File: src/rtl/config_pkg.sv
// -----------------------------------------------------------------------------
// config_pkg
// Shared constants and types for the configuration menu. Both the menu
// controller and the configuration video renderer import this package, so the
// screen geometry and value-column layout are defined in exactly one place.
//
// Contents:
//   - screen geometry (40x23 character tiles, 920 cells)
//   - menu layout (item rows, left/right value columns)
//   - glyph code bases for hex-style value digits
//   - controller state and button-action enums
//   - value_glyph(): 4-bit value to tile code
// -----------------------------------------------------------------------------
package config_pkg;

    // Screen geometry.
    localparam int SCREEN_COLS = 40;
    localparam int SCREEN_ROWS = 23;
    localparam int BUF_CELLS   = SCREEN_COLS * SCREEN_ROWS;  // 920

    // Menu layout. Items 0..7 sit in the left column and items 8..11 in the
    // right column, each on every other row starting at FIRST_ITEM_ROW.
    localparam int NUM_ITEMS       = 12;
    localparam int ITEMS_PER_COL   = 8;
    localparam int FIRST_ITEM_ROW  = 3;
    localparam int LEFT_VALUE_COL  = 14;
    localparam int RIGHT_VALUE_COL = 34;

    // Value glyphs: 0..9 map to '0'..'9', 10..15 map to 'A'..'F'.
    localparam logic [7:0] DIGIT_GLYPH_BASE = 8'h30;
    localparam logic [7:0] ALPHA_GLYPH_BASE = 8'h41;

    // Controller states. Encodings are fixed so the legacy debug readout
    // keeps decoding them the same way.
    typedef enum logic [1:0] {
        ST_CLEAR    = 2'd0,
        ST_DRAW_ALL = 2'd1,
        ST_IDLE     = 2'd2,
        ST_DRAW_ONE = 2'd3
    } state_t;

    // Resolved button request after priority and saturation filtering.
    typedef enum logic [2:0] {
        ACT_NONE = 3'd0,
        ACT_UP   = 3'd1,
        ACT_DOWN = 3'd2,
        ACT_DEC  = 3'd3,
        ACT_INC  = 3'd4
    } action_t;

    // Tile code that displays a 4-bit setting value.
    function automatic logic [7:0] value_glyph(input logic [3:0] value);
        if (value < 4'd10) begin
            return DIGIT_GLYPH_BASE + {4'd0, value};
        end
        return ALPHA_GLYPH_BASE + {4'd0, value - 4'd10};
    endfunction

endpackage : config_pkg

File: src/rtl/config_item_locator.sv
// -----------------------------------------------------------------------------
// config_item_locator
// Purely combinational: maps a menu item index and its value to the tile-buffer
// address of that item's value glyph and the glyph code to write there.
//
// Ports:
//   item   in   4   menu item index 0..11
//   value  in   4   current setting value 0..15
//   addr   out 10   tile-buffer address, row*40+col
//   glyph  out  8   tile code for the value
// -----------------------------------------------------------------------------
module config_item_locator
    import config_pkg::*;
(
    input  logic [3:0] item,
    input  logic [3:0] value,
    output logic [9:0] addr,
    output logic [7:0] glyph
);

    logic [3:0] col_item;   // item position within its column
    logic [4:0] row;
    logic [5:0] col;
    logic [9:0] row_w;

    always_comb begin
        // NOTE: every combinationally driven signal gets a value on every
        // path (here via defaults first), otherwise synthesis infers a latch.
        col_item = item;
        col      = 6'(LEFT_VALUE_COL);
        if (item >= 4'(ITEMS_PER_COL)) begin
            col_item = item - 4'(ITEMS_PER_COL);
            col      = 6'(RIGHT_VALUE_COL);
        end

        // Items occupy every other row; doubling is a plain left shift.
        row   = 5'(FIRST_ITEM_ROW) + {col_item, 1'b0};
        row_w = {5'd0, row};

        // row*40 as row*32 + row*8 keeps this a pair of shifts and one adder.
        addr  = (row_w << 5) + (row_w << 3) + {4'd0, col};
        glyph = value_glyph(value);
    end

endmodule : config_item_locator

File: src/rtl/config_menu_ctrl.sv
// -----------------------------------------------------------------------------
// config_menu_ctrl
// Menu controller upstream of the configuration video renderer. Owns the cursor
// and the twelve 4-bit settings, and maintains the renderer's 40x23 tile
// buffer: after reset it blanks every cell, draws all twelve value glyphs, then
// redraws a single glyph whenever a setting is edited.
//
// Ports:
//   clk_in              in   1   system clock
//   rst_in              in   1   synchronous, active-high reset
//   btn_up_in           in   1   pulse: cursor up (wraps 0 -> 11)
//   btn_down_in         in   1   pulse: cursor down (wraps 11 -> 0)
//   btn_left_in         in   1   pulse: decrement current value (floor 0)
//   btn_right_in        in   1   pulse: increment current value (ceiling MAX)
//   ptr_index_out       out  4   cursor index 0..11
//   buf_write_en_out    out  1   tile-buffer write strobe
//   buf_write_addr_out  out 10   tile-buffer address
//   buf_write_data_out  out  8   tile code
//   settings_out        out 48   item i in bits [4i+3:4i]
//   ready_out           out  1   high in IDLE; buttons only accepted then
// -----------------------------------------------------------------------------
module config_menu_ctrl
    import config_pkg::*;
#(
    parameter logic [3:0] MAX_VALUE     = 4'd15,
    parameter logic [3:0] DEFAULT_VALUE = 4'd0,
    parameter logic [7:0] BLANK_CHAR    = 8'h20
)
(
    input  logic                   clk_in,
    input  logic                   rst_in,
    input  logic                   btn_up_in,
    input  logic                   btn_down_in,
    input  logic                   btn_left_in,
    input  logic                   btn_right_in,
    output logic [3:0]             ptr_index_out,
    output logic                   buf_write_en_out,
    output logic [9:0]             buf_write_addr_out,
    output logic [7:0]             buf_write_data_out,
    output logic [4*NUM_ITEMS-1:0] settings_out,
    output logic                   ready_out
);

    localparam logic [9:0] LAST_CELL = 10'(BUF_CELLS - 1);
    localparam logic [3:0] LAST_ITEM = 4'(NUM_ITEMS - 1);

    state_t     state;
    logic [9:0] clr_cnt;      // CLEAR address counter
    logic [3:0] draw_item;    // DRAW_ALL item counter
    logic [3:0] values [NUM_ITEMS];

    logic [3:0] cur_value;    // value under the cursor
    action_t    action;

    logic [3:0] loc_item;
    logic [3:0] loc_value;
    logic [9:0] loc_addr;
    logic [7:0] loc_glyph;

    // -------------------------------------------------------------------------
    // Glyph location. DRAW_ALL walks its own item counter; DRAW_ONE redraws
    // the item under the cursor, whose value was already updated at the edge
    // that accepted the button.
    // -------------------------------------------------------------------------
    always_comb begin
        loc_item = ptr_index_out;
        if (state == ST_DRAW_ALL) begin
            loc_item = draw_item;
        end
        loc_value = values[loc_item];
    end

    config_item_locator u_locator (
        .item  (loc_item),
        .value (loc_value),
        .addr  (loc_addr),
        .glyph (loc_glyph)
    );

    // -------------------------------------------------------------------------
    // Button arbitration: up > down > left > right. A left/right request that
    // would cross the value limits resolves to ACT_NONE, so it neither changes
    // the value nor triggers a redraw, and the lower-priority buttons stay
    // dropped.
    // -------------------------------------------------------------------------
    assign cur_value = values[ptr_index_out];

    always_comb begin
        action = ACT_NONE;
        if (btn_up_in) begin
            action = ACT_UP;
        end else if (btn_down_in) begin
            action = ACT_DOWN;
        end else if (btn_left_in) begin
            if (cur_value > 4'd0) action = ACT_DEC;
        end else if (btn_right_in) begin
            if (cur_value < MAX_VALUE) action = ACT_INC;
        end
    end

    // -------------------------------------------------------------------------
    // Main sequencer. Every output is a flop; the write strobe defaults low
    // each cycle and is raised only by the drawing states.
    // -------------------------------------------------------------------------
    always_ff @(posedge clk_in) begin
        // NOTE: sequential state uses non-blocking assignments so every flop
        // samples pre-edge values regardless of statement order.
        if (rst_in) begin
            state              <= ST_CLEAR;
            clr_cnt            <= 10'd0;
            draw_item          <= 4'd0;
            ptr_index_out      <= 4'd0;
            buf_write_en_out   <= 1'b0;
            buf_write_addr_out <= 10'd0;
            buf_write_data_out <= 8'd0;
            ready_out          <= 1'b0;
            // NOTE: the settings are a twelve-entry register file, not a RAM,
            // so resetting every entry is legitimate and required here.
            for (int i = 0; i < NUM_ITEMS; i++) begin
                values[i] <= DEFAULT_VALUE;
            end
        end else begin
            buf_write_en_out <= 1'b0;

            case (state)
                ST_CLEAR: begin
                    buf_write_en_out   <= 1'b1;
                    buf_write_addr_out <= clr_cnt;
                    buf_write_data_out <= BLANK_CHAR;
                    if (clr_cnt == LAST_CELL) begin
                        clr_cnt   <= 10'd0;
                        draw_item <= 4'd0;
                        state     <= ST_DRAW_ALL;
                    end else begin
                        clr_cnt <= clr_cnt + 10'd1;
                    end
                end

                ST_DRAW_ALL: begin
                    buf_write_en_out   <= 1'b1;
                    buf_write_addr_out <= loc_addr;
                    buf_write_data_out <= loc_glyph;
                    if (draw_item == LAST_ITEM) begin
                        draw_item <= 4'd0;
                        state     <= ST_IDLE;
                        ready_out <= 1'b1;
                    end else begin
                        draw_item <= draw_item + 4'd1;
                    end
                end

                ST_IDLE: begin
                    case (action)
                        ACT_UP: begin
                            ptr_index_out <= (ptr_index_out == 4'd0)
                                             ? LAST_ITEM : ptr_index_out - 4'd1;
                        end
                        ACT_DOWN: begin
                            ptr_index_out <= (ptr_index_out == LAST_ITEM)
                                             ? 4'd0 : ptr_index_out + 4'd1;
                        end
                        ACT_DEC: begin
                            values[ptr_index_out] <= cur_value - 4'd1;
                            state                 <= ST_DRAW_ONE;
                            ready_out             <= 1'b0;
                        end
                        ACT_INC: begin
                            values[ptr_index_out] <= cur_value + 4'd1;
                            state                 <= ST_DRAW_ONE;
                            ready_out             <= 1'b0;
                        end
                        default: ;
                    endcase
                end

                ST_DRAW_ONE: begin
                    buf_write_en_out   <= 1'b1;
                    buf_write_addr_out <= loc_addr;
                    buf_write_data_out <= loc_glyph;
                    state              <= ST_IDLE;
                    ready_out          <= 1'b1;
                end

                default: begin
                    state <= ST_CLEAR;
                end
            endcase
        end
    end

    // Settings leave the block straight from the register file.
    always_comb begin
        settings_out = '0;
        for (int i = 0; i < NUM_ITEMS; i++) begin
            settings_out[4*i +: 4] = values[i];
        end
    end

endmodule : config_menu_ctrl

File: config.mk
export PLATFORM = sky130hd
export DESIGN_NAME = config_menu_ctrl
export DESIGN_NICKNAME = d
export VERILOG_FILES = /design/src/rtl/config_pkg.sv /design/src/rtl/config_item_locator.sv /design/src/rtl/config_menu_ctrl.sv
export SDC_FILE = /design/constraint.sdc
export NUM_CORES = 1
export LEC_CHECK = 0
export BUFFER_PORTS_ARGS = -buffer_cell sky130_fd_sc_hd__buf_2
export CAP_MARGIN = 20
export CORE_UTILIZATION = 35
export CTS_BUF_LIST = sky130_fd_sc_hd__clkbuf_4 sky130_fd_sc_hd__clkbuf_8 sky130_fd_sc_hd__clkbuf_16
export CTS_CLUSTER_DIAMETER = 150
export DETAILED_ROUTE_END_ITERATION = 10
export SYNTH_ARGS = -nofsm -noshare
export SYNTH_HDL_FRONTEND = slang
export SYNTH_SLANG_ARGS = --single-unit
File: constraint.sdc
create_clock -name clk_in -period 6.4 [get_ports clk_in]
set_input_delay 1.28 -clock clk_in [delete_from_list [all_inputs] [get_ports clk_in]]
set_output_delay 1.28 -clock clk_in [all_outputs]
set_load 0.01 [all_outputs]
Yosys cells after proc, flatten, opt, wreduce, memory -nomap -nowiden
Memory sizes are Yosys's and may differ from the RTL's. A register that Yosys moved wholly into a read port is not among the register bits.
Cells that the tools add are included.
{ "classes": {"eq_ne": 13, "magnitude_cmp": 4, "bitwise": 1, "muxes": 45, "addsub": 13, "n_reduce_logical": 14} }
{ "ops": {"columns": ["cell", "count"], "rows": [
  ["4-bit 2-to-1 mux", 11],
  ["10-bit one-hot mux with 2 select lines", 1],
  ["8-bit 2-to-1 mux", 2],
  ["4-bit one-hot mux with 2 select lines", 2],
  ["8-bit one-hot mux with 2 select lines", 1],
  ["1-bit 2-to-1 mux", 15],
  ["3-bit 2-to-1 mux", 5],
  ["4-bit by 1-bit adder with 4-bit output, second input constant", 3],
  ["10-bit by 1-bit adder with 10-bit output, second input constant", 1],
  ["10-bit by 6-bit adder with 10-bit output", 1],
  ["10-bit by 8-bit adder with 10-bit output", 1],
  ["10-bit == test, second input constant", 1],
  ["10-bit 2-to-1 mux", 1],
  ["7-bit by 4-bit adder with 8-bit output, first input constant", 1],
  ["4-bit == test, second input constant", 2],
  ["4-bit less-than comparator, second input constant", 2],
  ["2-bit 2-to-1 mux", 4],
  ["2-bit one-hot mux with 4 select lines", 1],
  ["4-bit by 1-bit subtractor with 4-bit output, second input constant", 2],
  ["4-bit subtractor, second input constant", 2],
  ["6-bit by 4-bit adder with 7-bit output, first input constant", 1],
  ["3-bit by 2-bit == test with 1-bit output, second input constant", 2],
  ["6-bit 2-to-1 mux", 1],
  ["3-bit AND reduction", 2],
  ["19 further kinds", 25]
]} }
{ "word_totals": {"ramBits": 48, "word_cells": 99, "inputBits": 6, "out_inout_bits": 72, "ff_bits": 40, "n_memories": 1} }
{ "mem_list": {"columns": ["name", "depth", "word_bits", "read_ports", "rd_ports_with_merged_regs", "write_ports", "line", "text"], "rows": [
  ["values", 12, 4, 14, 1, 12, "config_menu_ctrl.sv:50", "logic [3:0] values [NUM_ITEMS];"]
]} }

Depth between registers and ports, before layout
Gate-level depths: netlist of run 1.
{ "depth": {"ltp_word": 14, "depth_mapped": 15, "ltp_nobuf": 12} }

Modules after synthesis
A second synthesis of run 1 with hierarchy kept.
{ "unflattened": {"cells_unflattened": 582, "area_unflattened_um2": 6159.7} }
{ "modules_own_cells": {"columns": ["mod", "area_each_um2", "cells_each", "n_inst", "seq_area_each_um2"], "rows": [
  ["config_menu_ctrl", 5769.3, 528, 1, 2802.7],
  ["config_item_locator", 390.4, 54, 1, 0.0]
]} }

Worst setup path before layout of run 1
Ideal clock, no wire load.
{ "synth_path": {"kind": "input port to flip-flop", "from": "input btn_left_in", "to": "memory values[0][3] (data pin)", "arrival_time_ns": 3.520, "n_path_buf": 0, "required_ns": 6.145, "setup_time_ns": 0.255, "stages": 9, "slack_ns": 2.625, "cell_sequence": "nor4b_1 -> nand3_1 -> ha_1 -> a21o_1 -> a21oi_1 -> xnor2_1 -> inv_2 -> and3_1 -> and2_1"} }
{ "synth_rtl": {"columns": ["element", "line", "text"], "rows": [
  ["start: declaration", "config_menu_ctrl.sv:34", "input logic btn_left_in,"],
  ["end: declaration", "config_menu_ctrl.sv:50", null]
]} }

==> results.cfg, run 1 <==
[run_status]
run_status = complete, no violations

[synth]
synth_cell_types = 62
syn_nets = 612
synth_compound_area_share_pct = 14.6
synth_simple_gate_area_share_pct = 16.2
synthArstFlopShare_pct = 0
netlist_area_sq_mm = 0.00617
yosysWarnings = 0
yosysSeqAreaShare_pct = 45.1
netlist.area_leader.share_pct = 31.1
yosysTopAreaCell = edfxtp_1
synthMuxAreaShare_pct = 12.7
synth_seq_cells = 107
synth_edf_count = 64
synth_fa_ha_area_share_pct = 4.38
synth_area_per_cell_sq_um = 10.5
synth.area.top_cells = edfxtp_1, dfxtp_1, mux4_2
netlist_instances = 585
synth_ff_type = edfxtp_1
synth_top_family_by_area = simple AND/OR/NAND/NOR gates
synthXorXnorAreaFrac_pct = 2.27

[placed_design]
globalplace.congestion = 0.931
dp_slack_ns = 1.78
post_dp_cell_area_sq_mm = 0.00670
dp_hpwl_um = 13500
portBuffers = 76

[critical_path]
regToRegSetupSlack_ns = 1.80
worstSetupEndpointType = register
ff2ff_path_depth = 8
cp_max_fo = 16
worst_setup_path_start_kind = register
cp-endpoint = values[10][2]
critical_path_class = reg -> reg
timing.rr.end = values[10][2]
critical_path_arrival_ns = 4.73
required_ns = 6.52

[global_routing]
grt_first_pass_wirelength_um = 27500
antenna_found_initial = 0
grt_max_degree = 45
grt_pass1_vias = 4719
grt-ovfl-total = 0
grt_use_total_pct = 20.3

[timing]
relSlewSlack_pct = 29.0
hold_viol_final = 0
max_freq_mhz = 217
fin_crit_ns = 4.60
final_max_slew_viol_count = 0
tightest_slew_ns = 1.06
finalSetupViolCount = 0
rsz0062_at_grt = false
worst_slack_ns = 1.80
tns_ns = 0
post-route-period-util_pct = 71.9
finalClockSkew_ns = 0.0140

[layout]
final_area_sq_mm = 0.00702
register_area_sq_mm = 0.00278
drive_above_1_share_pct = 20.3
syn_to_final_growth_pct = 13.7
multi_input_area_sq_mm = 0.00309
nFillCells = 1665
nets = 667
fin_util_pct = 40.7
antenna_cells = 0

[cts]
htree_levels = 3
cts-resized-gates = 0
post-cts-setup-buffers = 0
clkSinkCount = 107
cts-root-buf = clkbuf_16
clock_path_buffers = 2
insertion_delay_ns = 0.37
cts_tree = yes
holdBufCountCts = 0
clkTransAtPathRegs_ns = 0.08
numCtsBuffers = 9

[hold_path]
min_path_type = reg -> reg

[pwr]
vdd_drop_max_mv = 0.150
powerDensity_mw_per_mm2 = 204
p_leak_nw = 2.83

[drt]
drcViolationCount = 0
routed_wl_um = 18000
drt_iter0_markers = 379
drt-pass1-iter-count = 5
detail-route-antenna-nets = 0
viasPerCell = 5.79
wire_per_inst_um = 20.7
vias = 5037

[floorplan]
die_w_um = 135
die_y_um = 135
io_pins = 78
dieArea_sq_mm = 0.0182
rows = 48
core_area_sq_mm = 0.0172
initial_core_util_pct = 35.8

[run]
cap_viol_max_count = 0
area by class of cell:
type,count,share of cell area (%)
Clock buffer,10,3.32
Timing Repair Buffer,82,6.06
Clock inverter,6,1.18
Multi-Input combinational cell,408,44.1
Tap cell,225,4.01
Sequential cell,107,39.6
Inverter,32,1.71
metal layers:
metal	vias to the layer above	global-route usage (%)	wire (um)
met5	-	0	0
met4	0	7.93	488
met3	40	3.90	1410
met2	234	32.1	8410
met1	2459	27.3	7740
li1	2304	-	-
per-stage QoR:
| step | cells | hold slack [ns] | total power, mW |
|---|---|---|---|
| CTS | 870 | 0.482 | 1.44 |
| finish | 870 | 0.466 | 1.43 |
| global placement | 854 | 0.456 | 0.855 |
| global route | 870 | 0.487 | 1.48 |
| detailed placement | 854 | 0.465 | 0.856 |
| floorplan | 585 | 0.476 | 0.820 |
sequential cells by signal, indices dropped and copies added (netlist names), named ones only:
register            flops
values                 64
state                   2
ready_out               1
buf_write_data_out      7
buf_write_addr_out     10
ptr_index_out           4
draw_item               4
clr_cnt                10
buf_write_en_out        1
cells by family (layout without fill, tap and decap cells):
group | after synthesis | count (layout)
AND/OR/NAND/NOR | 187 | 187
flip-flops | 107 | 107
buffers and inverters | 70 | 130
AO/OA/AOI/OAI | 130 | 130
adder cells (fa/ha/maj) | 21 | 21
other | 1 | 1
multiplexers | 53 | 53
XOR/XNOR | 16 | 16
critical path: stages (launching register included):
cell,delay [ns]
dfxtp_1,0.97
mux4_2,0.60
mux4_2,0.66
nand4_1,0.18
nand3_1,0.15
fa_1,0.45
xnor2_1,0.85
nor2_1,0.23
and3_1,0.26
worst min-delay path by stage:
stage	start	endpoint	slack, ns	cells after the start
after floorplan	draw_item[3]	draw_item[3]	0.48	2
after global placement	buf_write_data_out[6]	buf_write_data_out[6]	0.46	2
after detailed placement	buf_write_data_out[6]	buf_write_data_out[6]	0.47	2
after CTS	buf_write_data_out[6]	buf_write_data_out[6]	0.48	2
after global routing	buf_write_data_out[6]	buf_write_data_out[6]	0.49	2
final	buf_write_data_out[6]	buf_write_data_out[6]	0.47	2
cell usage in the layout, fill, tap and decap left out, types with 5 or more instances in the layout:
| cell | count |
|---|---|
| nand2_1 | 16 |
| inv_1 | 28 |
| a31oi_1 | 5 |
| nand2b_1 | 10 |
| and3_1 | 19 |
| nor3_1 | 12 |
| mux4_2 | 20 |
| nor2b_1 | 15 |
| buf_4 | 6 |
| buf_2 | 76 |
| edfxtp_1 | 64 |
| nor2_1 | 58 |
| a21oi_1 | 22 |
| nor4_1 | 5 |
| xor2_1 | 8 |
| ha_1 | 20 |
| xnor2_1 | 8 |
| mux2i_1 | 32 |
| a21o_1 | 11 |
| clkbuf_16 | 9 |
| a211oi_1 | 46 |
| dfxtp_1 | 43 |
| nand3_1 | 20 |
| o21ai_0 | 18 |
| and2_1 | 10 |
report_power, final:
group | switching [mW] | total (mW) | internal, mW | leakage [nW]
combinational | 0.0497 | 0.0811 | 0.0314 | 1.68
clock | 0.273 | 0.591 | 0.318 | 0.157
sequential | 0.0181 | 0.761 | 0.742 | 0.987
cells in the mapped netlist (2+ instances only):
| cell type | instances |
|---|---|
| o221ai_1 | 2 |
| dfxtp_1 | 43 |
| nor2b_1 | 15 |
| a32o_1 | 2 |
| nand4_1 | 4 |
| nand3_1 | 20 |
| and3_1 | 19 |
| and2_1 | 10 |
| mux4_2 | 20 |
| buf_1 | 4 |
| nor4_1 | 5 |
| and3b_1 | 2 |
| buf_2 | 9 |
| xnor2_1 | 8 |
| a311oi_1 | 3 |
| mux2i_1 | 32 |
| nor4b_1 | 2 |
| o21bai_1 | 3 |
| nand2_1 | 16 |
| a31oi_1 | 5 |
| a211o_1 | 3 |
| ha_1 | 20 |
| inv_1 | 28 |
| a21oi_1 | 22 |
| o31ai_1 | 2 |
| xor2_1 | 8 |
| nor2_1 | 58 |
| edfxtp_1 | 64 |
| nand2b_1 | 10 |
| a211oi_1 | 46 |
| buf_6 | 2 |
| o21ai_0 | 18 |
| inv_2 | 4 |
| o22ai_1 | 3 |
| nor3_1 | 12 |
| a221o_1 | 2 |
| nand3b_1 | 3 |
| o21ai_1 | 2 |
| clkbuf_1 | 21 |
| a21o_1 | 11 |
No activity file was read; power rests on OpenSTA's default activity.
==> run 2: changes to the inputs <==
--- a/config.mk
+++ b/config.mk
@@ -5,6 +5,7 @@
 export SDC_FILE = /design/constraint.sdc
 export NUM_CORES = 1
 export LEC_CHECK = 0
+export ABC_AREA = 1
 export BUFFER_PORTS_ARGS = -buffer_cell sky130_fd_sc_hd__buf_2
 export CAP_MARGIN = 20
 export CORE_UTILIZATION = 35
==> constraint.sdc (replaced) <==
create_clock -name clk_in -period 3.9 [get_ports clk_in]
set_input_delay 0.78 -clock clk_in [delete_from_list [all_inputs] [get_ports clk_in]]
set_output_delay 0.78 -clock clk_in [all_outputs]
set_load 0.01 [all_outputs]
==> run 2 against run 1 <==
Combinational power rose to 9.7 times the previous value; count of clock-buffer cells in the layout unchanged; hold slack worse by 0.015 ns; clock skew up 0.0019 ns; register-to-register slack worse by 1.3 ns; first-iteration DRC count up 19%; core utilization up 0.26 points; cell count up 26%; total power up 110%; die area about the same; non-clock buffer count up 11; sequential power up 71%; critical path type unchanged; largest power group unchanged.
==> results.cfg, run 2 <==
[pwr]
vdd_drop_max_mv = 0.250
p_clk_share_pct = 31.0
pwr-share-comb_pct = 25.9
switching_share_pct = 34.5
total_power_mw = 3.02
p_int_mw = 1.98
p_sw_mw = 1.04
p_leak_nw = 3.21
powerDensity_mw_per_mm2 = 428
seq_power_share_pct = 43.1

[layout]
regMostFlops = values
final_area_sq_mm = 0.00706
layout_common_cells = nand2_1, inv_1, nor2_1
largest_registers = values x64, buf_write_addr_out x10, clr_cnt x10
fin_util_pct = 41.0
antenna_cells = 0
layout_commonest_cell = nand2_1
nets = 897
syn_to_final_growth_pct = 14.6
largest_register_ffs = 64
drive_above_1_share_pct = 16.7

[placed_design]
globalplace.congestion = 0.892
dp_hpwl_um = 13400
post_dp_cell_area_sq_mm = 0.00676
dp_slack_ns = 0.562
portBuffers = 76

[global_routing]
grt_first_pass_wirelength_um = 27600
grt_pass1_vias = 5141
antenna_found_initial = 0
grt_max_degree = 43
grt-ovfl-total = 0
grt_use_total_pct = 20.2

[timing]
fin_crit_ns = 3.39
rsz0062_at_grt = false
post-route-period-util_pct = 87.0
worst_slack_ns = 0.506
relSlewSlack_pct = 46.6
hold_viol_final = 0
tns_ns = 0
finalClockSkew_ns = 0.0159
tightest_slew_ns = 0.795
max_freq_mhz = 295
final_max_slew_viol_count = 0
finalSetupViolCount = 0

[hold_path]
hold_path_end = buf_write_data_out[1]
min_path_type = reg -> reg
min_from = buf_write_data_out[1]
hold_depth = 2

[floorplan]
io_pins = 78
die_y_um = 135
dieArea_sq_mm = 0.0182
initial_core_util_pct = 35.8
core_area_sq_mm = 0.0172
die_w_um = 135
rows = 48

[cts]
insertion_delay_ns = 0.37
cts_tree = yes
clkTransAtPathRegs_ns = 0.08
numCtsBuffers = 9
clock_path_buffers = 2
cts-resized-gates = 0
cts-root-buf = clkbuf_16
htree_levels = 3
holdBufCountCts = 0
post-cts-setup-buffers = 0
clkSinkCount = 107

[drt]
drcViolationCount = 0
detail-route-antenna-nets = 0
wire_per_inst_um = 16.2
drt-pass1-iter-count = 5
routed_wl_um = 17800
vias = 5585
drt_iter0_markers = 451
viasPerCell = 5.08

[synth]
yosysTopAreaCell = edfxtp_1
synth_area_per_cell_sq_um = 7.76
synth.area.top_cells = edfxtp_1, nand2_1, dfxtp_1
netlist.area_leader.share_pct = 31.2
synth_simple_gate_area_share_pct = 30.6
netlist_area_sq_mm = 0.00617
synth_seq_cells = 107
synthArstFlopShare_pct = 0
yosysSeqAreaShare_pct = 45.1
netlist_instances = 795
synth.most_common_cell = nand2_1
synthMuxAreaShare_pct = 0
syn_nets = 822
synth_ff_type = edfxtp_1
synth_edf_count = 64
ys_top_cells_by_count = nand2_1, inv_1, nor2_1
synthXorXnorAreaFrac_pct = 1.95
synth_cell_types = 44
synth_top_family_by_area = simple AND/OR/NAND/NOR gates
synth_compound_area_share_pct = 8.73
yosysWarnings = 0
synth_fa_ha_area_share_pct = 4.38

[critical_path]
worstSetupEndpointType = register
critical_path_class = reg -> reg
required_ns = 4.01
max_stage_delay_ns = 0.48
cp_max_fo = 20
ff2ff_path_depth = 18
timing.rr.end = values[14][3]
worst_setup_path_start_kind = register
cp_slowest_cell = dfxtp_1
worstPathCellList = buf_4, nor2_1, nor2_1, o21ai_0, nand3_1, nand3_1, nand2_2, nand2_1, o21ai_2, nor2_2, inv_1, ha_1, a21oi_1, nand2_1, xor2_2, xor2_2, buf_4, inv_2
critical_path_arrival_ns = 3.50
regToRegSetupSlack_ns = 0.51

[run]
cap_viol_max_count = 0

[run_status]
run_status = complete, no violations
-- run 2: stage by stage --
stage / hold slack [ns] / cells
after global routing: 0.467 / 1100
final: 0.451 / 1100
after global placement: 0.439 / 1084
after floorplan: 0.452 / 795
after CTS: 0.455 / 1100
after detailed placement: 0.439 / 1084
-- run 2: how the worst max path moves through the flow --
| stage | from | to | cells after the start |
|---|---|---|---|
| global placement | btn_up_in | values[12][3] | 13 |
| floorplan | state[0] | buf_write_addr_out[9] | 16 |
| finish | register | values[14][3] | 18 |
| global route | register | values[13][3] | 18 |
| detailed placement | btn_up_in | values[13][3] | 13 |
| CTS | register | values[13][3] | 18 |
-- run 2: per-layer routing --
| layer | wire (um) | track usage [%] |
|---|---|---|
| met1 | 8300 | 27.9 |
| met2 | 7790 | 29.9 |
| met3 | 1140 | 3.75 |
| met4 | 599 | 10.5 |
| met5 | 0 | 0 |
-- run 2: power groups by stage --
| stage | Clock [mW] | Sequential, mW | Combinational [mW] |
|---|---|---|---|
| finish | 0.938 | 1.30 | 0.784 |
| global route | 0.990 | 1.31 | 0.872 |
| CTS | 0.944 | 1.30 | 0.776 |
| detailed placement | 0 | 1.33 | 0.773 |
| global placement | 0 | 1.33 | 0.771 |
| floorplan | 0 | 1.33 | 0.544 |
-- run 2: cells by family after synthesis --
kind of cell / after synthesis
compound gates: 85
xor+xnor: 12
fa+ha+maj: 21
buf+inv: 127
flops: 107
other cells: 1
simple gates: 442
-- run 2: final cells by class --
| type | count | area [sq um] |
|---|---|---|
| clock inverter | 6 | 52.6 |
| inverter | 98 | 370 |
| clock buffer | 10 | 250 |
| multi-input combinational | 561 | 2820 |
| timing repair buffer | 93 | 508 |
| sequential | 107 | 2780 |
| tap | 225 | 282 |
| fill | 1783 | 10200 |
-- run 2: critical path: cells and delay by family, from the launching register on --
kind | cells | cell delay (ns)
simple gates | 8 | 0.73
compound gates | 3 | 0.42
buf+inv | 4 | 0.72
xor+xnor | 2 | 0.51
flops | 1 | 0.48
fa+ha+maj | 1 | 0.28
==> run 3: changes to the inputs <==
--- a/config.mk
+++ b/config.mk
@@ -5,7 +5,7 @@
 export SDC_FILE = /design/constraint.sdc
 export NUM_CORES = 1
 export LEC_CHECK = 0
-export ABC_AREA = 1
+export ABC_AREA = 0
 export BUFFER_PORTS_ARGS = -buffer_cell sky130_fd_sc_hd__buf_2
 export CAP_MARGIN = 20
 export CORE_UTILIZATION = 35
==> run 3 against run 2 <==
Sequential power decreased by 5%; sequential share of layout area decreased by 0.23 points; wire length increased by 2.6%; combinational power decreased by 82%; die area about the same; clock power decreased by 7.4%; count of clock-buffer cells in the layout increased by 1; final area increased by 0.58%; total power decreased by 25%; register-to-register slack got worse by 0.31 ns; critical path depth decreased by 6; largest cell class unchanged.
==> results.cfg, run 3 (synthesis results as in run 1) <==
[run_status]
run_status = complete, no violations

[layout]
layout_common_cells = buf_2, edfxtp_1, nor2_1
register_area_sq_mm = 0.00278
final_cell_count_no_fill = 884
regMostFlops = values
multi_input_area_sq_mm = 0.00310
antenna_cells = 0
syn_to_final_growth_pct = 15.1
largest_registers = values x64, buf_write_addr_out x10, clr_cnt x10
nFillCells = 1689
drive_above_1_share_pct = 21.9
final_area_sq_mm = 0.00711
layout_commonest_cell = buf_2
nets = 681
largest_register_ffs = 64

[cts]
clkSinkCount = 107
clkTransAtPathRegs_ns = 0.07
cts_tree = yes
htree_levels = 3
numCtsBuffers = 9
cts-root-buf = clkbuf_16
insertion_delay_ns = 0.36
clock_path_buffers = 2
post-cts-setup-buffers = 0

[timing]
max_freq_mhz = 270
final_max_slew_viol_count = 0
whs_ns = 0.451
rsz0062_at_grt = false
fin_crit_ns = 3.70
finalSetupViolCount = 0
hold_viol_final = 0
tightest_slew_ns = 0.839
finalClockSkew_ns = 0.0136
post-route-period-util_pct = 95.0
relSlewSlack_pct = 43.8
tns_ns = 0

[hold_path]
min_path_type = reg -> reg
min_from = buf_write_data_out[6]

[global_routing]
grt_pass1_vias = 4895
grt_max_degree = 45
grt_first_pass_wirelength_um = 28000
antenna_found_initial = 0
grt-ovfl-total = 0
grt_use_total_pct = 20.6

[drt]
drcViolationCount = 0
drt-pass1-iter-count = 5
drt_iter0_markers = 426
viasPerCell = 5.73
vias = 5064
wire_per_inst_um = 20.7
detail-route-antenna-nets = 0
routed_wl_um = 18300

[placed_design]
dp_hpwl_um = 13900
portBuffers = 76
dp.cells = 868
globalplace.congestion = 0.947
post_dp_cell_area_sq_mm = 0.00682

[floorplan]
rows = 48
die_w_um = 135
die_y_um = 135
io_pins = 78
dieArea_sq_mm = 0.0182
initial_core_util_pct = 35.8
core_area_sq_mm = 0.0172

[pwr]
powerDensity_mw_per_mm2 = 317
p_sw_mw = 0.530
p_int_mw = 1.72
pwr-share-comb_pct = 6.3
p_leak_nw = 2.88
switching_share_pct = 23.5
p_clk_share_pct = 38.5
seq_power_share_pct = 55.2
vdd_drop_max_mv = 0.236

[critical_path]
worstSetupEndpointType = register
critical_path_arrival_ns = 3.83
required_ns = 4.02
critical_path_class = reg -> reg
worst_setup_path_start_kind = register
cp_max_fo = 16

[run]
cap_viol_max_count = 0
run 3: cell count changes in the layout (fill, tap and decap cells not counted), moves of 11 or more:
| cell | before | now |
|---|---|---|
| nand2_1 | 230 | 16 |
| inv_1 | 90 | 28 |
| nand3_1 | 80 | 20 |
| a211oi_1 | 1 | 46 |
| mux2i_1 | 0 | 32 |
| nor2_1 | 87 | 58 |
| mux4_2 | 0 | 20 |
| o211ai_1 | 20 | 0 |
| and3_1 | 0 | 19 |
| nor2b_1 | 0 | 15 |
| a21o_1 | 0 | 11 |
run 3: final timing paths:
kind	endpoint	slack, ns	depth (start not counted)
worst max-delay path	values[0][3]	0.20	12
worst min-delay path	buf_write_data_out[6]	0.45	2
worst max register to register	values[0][3]	0.20	12
worst min register to register	buf_write_data_out[6]	0.45	2
run 3: power groups by stage:
stage	Clock, mW	Combinational, mW	Sequential (mW)
final	0.869	0.141	1.24
after floorplan	0	0.0759	1.27
after detailed placement	0	0.140	1.27
after CTS	0.882	0.141	1.24
after global placement	0	0.138	1.27
after global routing	0.928	0.153	1.25
run 3: final cells by class:
cell class / instances / area share [%]
Inverter: 32 / 1.69
Clock buffer: 11 / 3.38
Sequential cell: 107 / 39.2
Clock inverter: 5 / 0.493
Tap cell: 225 / 3.96
Timing Repair Buffer: 96 / 7.64
Multi-Input combinational cell: 408 / 43.7
run 3: worst max-delay path: stages, from the launching register on:
cell	delay [ns]
dfxtp_1	0.38
buf_12	0.19
mux4_2	0.54
mux4_2	0.53
nand4_1	0.17
nand3_1	0.17
ha_1	0.32
a21o_1	0.10
a21oi_1	0.07
xnor2_1	0.48
inv_2	0.12
and3_1	0.21
and2_1	0.17
run 3: per-stage QoR:
| step | power, mW | setup slack [ns] | util, % |
|---|---|---|---|
| 5_1_grt | 2.33 | 0.0474 | 41.2 |
| 2_1_floorplan | 1.34 | 0.375 | - |
| 6_report | 2.25 | 0.195 | 41.2 |
| 3_3_place_gp | 1.41 | 0.273 | 39.6 |
| 3_5_place_dp | 1.41 | 0.226 | 39.6 |
| 4_1_cts | 2.27 | 0.189 | 41.2 |
run 3: what timing repair did:
item	CTS	global route
gates resized for setup	0	1
setup endpoints to repair	0	8
hold buffers	0	0
run 3: layer usage:
layer  track usage, %  up-vias  part of all wire (%)
met4             8.86        0                   3.2
met5                0        -                     0
li1                 -     2325                     -
met1             26.3     2451                    42
met2             33.4      253                    47
met3             4.77       35                   8.0
